--- src/rtl/rat_flag_reg.sv ---
// RAT MCU flag register: architectural C/Z, shadow C/Z for interrupt save/restore,
// interrupt enable I and an edge-latched pending interrupt gated into int_req.
module rat_flag_reg #(
  parameter logic RST_I    = 1'b0,
  parameter logic RST_SHAD = 1'b0
) (
  input  logic clk,
  input  logic rst,
  input  logic c_in,
  input  logic z_in,
  input  logic c_ld,
  input  logic c_set,
  input  logic c_clr,
  input  logic z_ld,
  input  logic ld_sel,
  input  logic shad_ld,
  input  logic i_set,
  input  logic i_clr,
  input  logic int_in,
  input  logic int_ack,
  output logic c_flag,
  output logic z_flag,
  output logic shad_c,
  output logic shad_z,
  output logic i_flag,
  output logic int_req
);

  logic c_flag_q, c_flag_d;
  logic z_flag_q, z_flag_d;
  logic shad_c_q, shad_c_d;
  logic shad_z_q, shad_z_d;
  logic i_flag_q, i_flag_d;
  logic pend_q, pend_d;
  logic int_prev_q, int_prev_d;
  logic c_src, z_src, int_rise;

  always_comb begin
    // Restore reads the pre-edge shadow, so a simultaneous shad_ld gives a true swap.
    c_src = ld_sel ? shad_c_q : c_in;
    z_src = ld_sel ? shad_z_q : z_in;

    c_flag_d = c_flag_q;
    if (c_clr) begin
      c_flag_d = 1'b0;
    end else if (c_set) begin
      c_flag_d = 1'b1;
    end else if (c_ld) begin
      c_flag_d = c_src;
    end

    z_flag_d = z_ld ? z_src : z_flag_q;

    shad_c_d = shad_ld ? c_flag_q : shad_c_q;
    shad_z_d = shad_ld ? z_flag_q : shad_z_q;

    i_flag_d = i_flag_q;
    if (i_clr) begin
      i_flag_d = 1'b0;
    end else if (i_set) begin
      i_flag_d = 1'b1;
    end

    // A new edge wins over an acknowledge so the fresh interrupt is not dropped.
    int_rise   = int_in & ~int_prev_q;
    int_prev_d = int_in;
    pend_d     = pend_q;
    if (int_ack) begin
      pend_d = 1'b0;
    end
    if (int_rise) begin
      pend_d = 1'b1;
    end
  end

  always_ff @(posedge clk) begin
    if (rst) begin
      c_flag_q   <= 1'b0;
      z_flag_q   <= 1'b0;
      shad_c_q   <= RST_SHAD;
      shad_z_q   <= RST_SHAD;
      i_flag_q   <= RST_I;
      pend_q     <= 1'b0;
      int_prev_q <= 1'b0;
    end else begin
      c_flag_q   <= c_flag_d;
      z_flag_q   <= z_flag_d;
      shad_c_q   <= shad_c_d;
      shad_z_q   <= shad_z_d;
      i_flag_q   <= i_flag_d;
      pend_q     <= pend_d;
      int_prev_q <= int_prev_d;
    end
  end

  assign c_flag  = c_flag_q;
  assign z_flag  = z_flag_q;
  assign shad_c  = shad_c_q;
  assign shad_z  = shad_z_q;
  assign i_flag  = i_flag_q;
  assign int_req = pend_q & i_flag_q;

endmodule

--- config.mk ---
export PLATFORM = sky130hd
export DESIGN_NAME = rat_flag_reg
export DESIGN_NICKNAME = d
export VERILOG_FILES = /design/src/rtl/rat_flag_reg.sv
export SDC_FILE = /design/constraint.sdc
export NUM_CORES = 1
export LEC_CHECK = 0
export CAP_MARGIN = 20
export CORE_AREA = 5 5 42 44
export CTS_CLUSTER_SIZE = 12
export DETAILED_ROUTE_END_ITERATION = 10
export DIE_AREA = 0 0 47 49
export GPL_TIMING_DRIVEN = 0
export PLACE_DENSITY = 0.52
export SYNTH_ARGS = -nofsm -noshare
export SYNTH_HDL_FRONTEND = slang
export SYNTH_SLANG_ARGS = --single-unit
export TNS_END_PERCENT = 50
--- constraint.sdc ---
create_clock -name clk -period 0.82 [get_ports clk]
set_input_delay 0.205 -clock clk [delete_from_list [all_inputs] [get_ports clk]]
set_output_delay 0.205 -clock clk [all_outputs]
set_load 0.01 [all_outputs]
Yosys cells after proc, flatten, opt, wreduce, memory -nomap -nowiden
Cells that the tools add are included.

storage, ports and cells
  output and inout bits = 6
  input bits = 14
  flip-flop bits (word level) = 7
  word-level logic and storage cells = 20

cells by class
  reduce and logical (&&, ||, !) cells = 4
  bitwise gates (word level) = 3
  multiplexer cells = 6

operators with widths
  cell                count
  1-bit two-way mux   6
  2-bit nonzero test  2
  2-bit OR reduction  2
  1-bit bitwise AND   2
  1-bit NOT           1

Logic depth before layout (Yosys ltp)
  depth after elaboration = 3
  mapped depth = 2
  mapped depth without buffers = 2

Worst setup path before layout
No wires, ideal clock.

  path type = register to register
  start point = reg shad_c_q, in the netlist shad_c
  end point = reg c_flag_q, in the netlist c_flag
  library setup time = 91 ps
  arrival time = 682 ps
  slack = 47 ps
  required time = 729 ps
  stages on the path, launching flop included = 3
  buffers on the path = 0
  period minus slack after synthesis = 773 ps
  path through = dfxtp_1 -> mux2i_1 -> a311oi_1

on the way
  longest elaborated chain between the ends = 3

RTL lines
  item                      line  source
  start: declaration        31    logic shad_c_q, shad_c_d;
  start signal: assignment  80    shad_c_q <= RST_SHAD;
  start signal: assignment  88    shad_c_q <= shad_c_d;
  1-bit two-way mux         40    c_src = ld_sel ? shad_c_q : c_in;
  1-bit two-way mux         48    end else if (c_ld) begin
  1-bit two-way mux         46    end else if (c_set) begin
  end signal: assignment    86    c_flag_q <= c_flag_d;
  end: declaration          29    logic c_flag_q, c_flag_d;

Every way passes these cells. The select of a mux whose other input is x is not followed.
A chain may end at the register's enable or synchronous reset.

Final worst setup path
  start point = reg pend_q
  end point = out int_req

on the way
  longest elaborated chain between the ends = 1

RTL lines
  item                      line  source
  start: declaration        34    logic pend_q, pend_d;
  start signal: assignment  91    pend_q <= pend_d;
  1-bit bitwise AND         101   assign int_req = pend_q & i_flag_q;
  end: declaration          26    output logic int_req

Every way passes these cells.

==> results by group <==
Critical path
  – R2R Setup Slk: 0.01 ns
  – CP max FO: 2
  – Crit path buffers/inverters: 1
  – Crit Path Category: flip-flop to primary output
  – CP delay by family, top: flip-flops
  – R2R Path Start: c_flag$_SDFFE_PP0P_
  – Worst r2r dst: c_flag$_SDFFE_PP0P_
  – Worst Reg-to-Reg Cells: 3
  – CP max-delay cell: dfxtp_2
  – Crit path cell chain: and2_1 > buf_2
  – Crit path DAT: 0.83 ns
  – CP Capture Type: primary output
  – Worst endpoint required time: 0.61 ns
  – CP peak stage delay: 0.31 ns
  – Critical Path Start Type: flip-flop

Floorplan
  – Core area: 1400 um2
  – Full die area: 2300 um2
  – Die Height: 49 um
  – Die Wd: 47 um
  – I/O Pins: 20
  – Initial core utilization: 0.188
  – Site row count: 14

Min path
  – Hold crit path type: input pin to flip-flop
  – End of the worst hold path: pend_q$_SDFFE_PP0P_
  – Min-Delay Path Depth: 2
  – Worst Hold Launch: rst

Detailed routing
  – Via count: 290
  – DR iter-0 viols: 5
  – 1st-pass router iterations: 4
  – DR WL/cell: 10.7 um
  – Antenna Nets Post-Route: 0
  – Final WL: 728 um
  – Vias per cell: 4.26
  – Drt drc: 0

Layout
  – Share of cells above drive strength 1: 0.385
  – Area of the multi-input gates: 124 um2
  – Sequential cell area: 148 um2
  – Ant diodes: 0
  – Area Overhead vs Synth: 102%
  – Fillcell total: 158
  – Post-layout net count: 67

Yosys
  – Synth area leader: dfxtp_1
  – Synth area leaders: dfxtp_1, mux2i_1, nor2_1
  – Yosys cell types: 12
  – Syn avg cell area: 10.1 um2
  – Synth top area share: 0.533
  – Post-synthesis cell area: 263 um2
  – Ys Warns: 0
  – Net count after synthesis: 40
  – Post-Syn Instances: 26
  – Seq/Total Area, Yosys: 0.533
  – Yosys reg bits: 7

Global routing
  – Vias in the first global route: 256
  – Initial antenna violation count: 0
  – First-pass GRT wire length: 1.07 mm
  – Congestion Overflow GR: 0
  – Pin count of the biggest net entering global routing: 8
  – GRT Total Usage: 0.0699

Clock tree
  – H-tree depth: 1
  – Clock Sinks: 7
  – Hold buffers post-CTS: 0
  – CTS buffer count: 3
  – CTS Root Cell: clkbuf_4
  – Worst-skew pair later-pin latency: 0.25 ns
  – Max clock buf depth: 2
  – Clk pin slew, worst setup/hold paths: 0.05 ns
  – TritonCTS clock tree: done

STA
  – Hold_ws: 0.297 ns
  – Unrepaired setup endpoints after global routing: true
  – Endpoints failing setup: 6
  – Fmax: 970 MHz
  – Crit share post-route: 1.26
  – Min Clock Period, post-route: 1.03 ns
  – Tightest Pin Transition: 0.210 ns
  – Fin. Hold Viols: 0
  – Max transition margin: 0.859
  – Slew Limit Fails: 0
  – Max Clock Skew: 0.00579 ns
  – Final setup margin: -0.211 ns

Outcome
  – Outcome: finished, violations left
  – Violated checks: setup timing

Placement
  – Routability cong.: 0.625
  – PortBufs: 19
  – Hpwl dp: 532 um

Pwr
  – Total power: 0.000822 W
  – Leak Pwr: 0.242 nW
  – Peak supply drop: 0.850 mV
  – PD cells: 1550 nW/um2

Job
  – Max cap viols: 0
worst max path at each step:
| stage | startpoint | depth (start not counted) | end |
|---|---|---|---|
| final | pend_q$_SDFFE_PP0P_ | 2 | int_req |
| after global placement | rst | 3 | c_flag$_SDFFE_PP0P_ |
| after global routing | pend_q$_SDFFE_PP0P_ | 2 | int_req |
| after floorplan | shad_c$_SDFFE_PP0P_ | 2 | c_flag$_SDFFE_PP0P_ |
| after detailed placement | rst | 3 | c_flag$_SDFFE_PP0P_ |
| after CTS | pend_q$_SDFFE_PP0P_ | 2 | int_req |
Yosys cell counts:
cell and count:
and2b_1 1, or2_0 1, nand2b_1 2, inv_1 1, and2_1 1, a21oi_1 1, nor2_1 4, mux2i_1 4
nor3_1 2, a311oi_1 1, a211oi_1 1, dfxtp_1 7
routing by layer:
layer / GRT usage / routed length, um / up-vias
li1: - / - / 141
met5: 0 / 0 / -
met3: 0.0627 / 103 / 2
met4: 0.0276 / 10 / 0
met1: 0.0687 / 261 / 131
met2: 0.102 / 353 / 16
layout make-up:
class | count | area share
Sequential cell | 7 | 0.278
Tap cell | 16 | 0.0377
Multi-Input combinational cell | 18 | 0.233
Timing Repair Buffer | 22 | 0.394
Clock buffer | 4 | 0.0495
Inverter | 1 | 0.00708
state kept, by name, indices dropped and copies added (netlist names):
name        count
c_flag          1
i_flag          1
int_prev_q      1
pend_q          1
shad_c          1
shad_z          1
z_flag          1
layout by cell type (no fill, tap or decap), types with 2 or more instances in the layout:
master | netlist | routed
buf_6 | 0 | 5
nand2b_1 | 2 | 2
dlygate4sd2_1 | 0 | 5
mux2i_1 | 4 | 4
buf_4 | 0 | 3
clkbuf_4 | 0 | 3
clkdlybuf4s50_1 | 0 | 7
dfxtp_2 | 0 | 6
nor2_1 | 4 | 4
metrics by stage:
stage	std cells	utilization	TNS, ns	setup slack (ns)	instance area (um2)
after global placement	61	0.338	-3.79	-0.502	473
after CTS	68	0.370	-0.640	-0.225	518
after detailed placement	61	0.338	-3.78	-0.473	473
after global routing	68	0.379	-0.824	-0.264	531
after floorplan	26	-	0	0.0470	263
final	68	0.379	-0.539	-0.211	531
kinds of logic after synthesis:
group	after synthesis	share of synthesized area
DFF	7	0.533
buffers and inverters	1	0.0143
muxes	4	0.152
AOI/OAI and AO/OA	3	0.0810
and+or+nand+nor	11	0.219
what timing repair did:
action                                  CTS  global route
pin swaps                                 3             1
setup buffers                             3             0
resized for setup                        41             3
endpoints found under the setup margin   10             8
where the power goes:
part | internal (W) | switching [W] | total, W
clock | 0.000185 | 0.000120 | 0.000306
combinational | 0.0000967 | 0.0000475 | 0.000144
sequential | 0.000362 | 0.0000105 | 0.000373
total | 0.000644 | 0.000178 | 0.000822
Power figures use the tool's default switching activity.
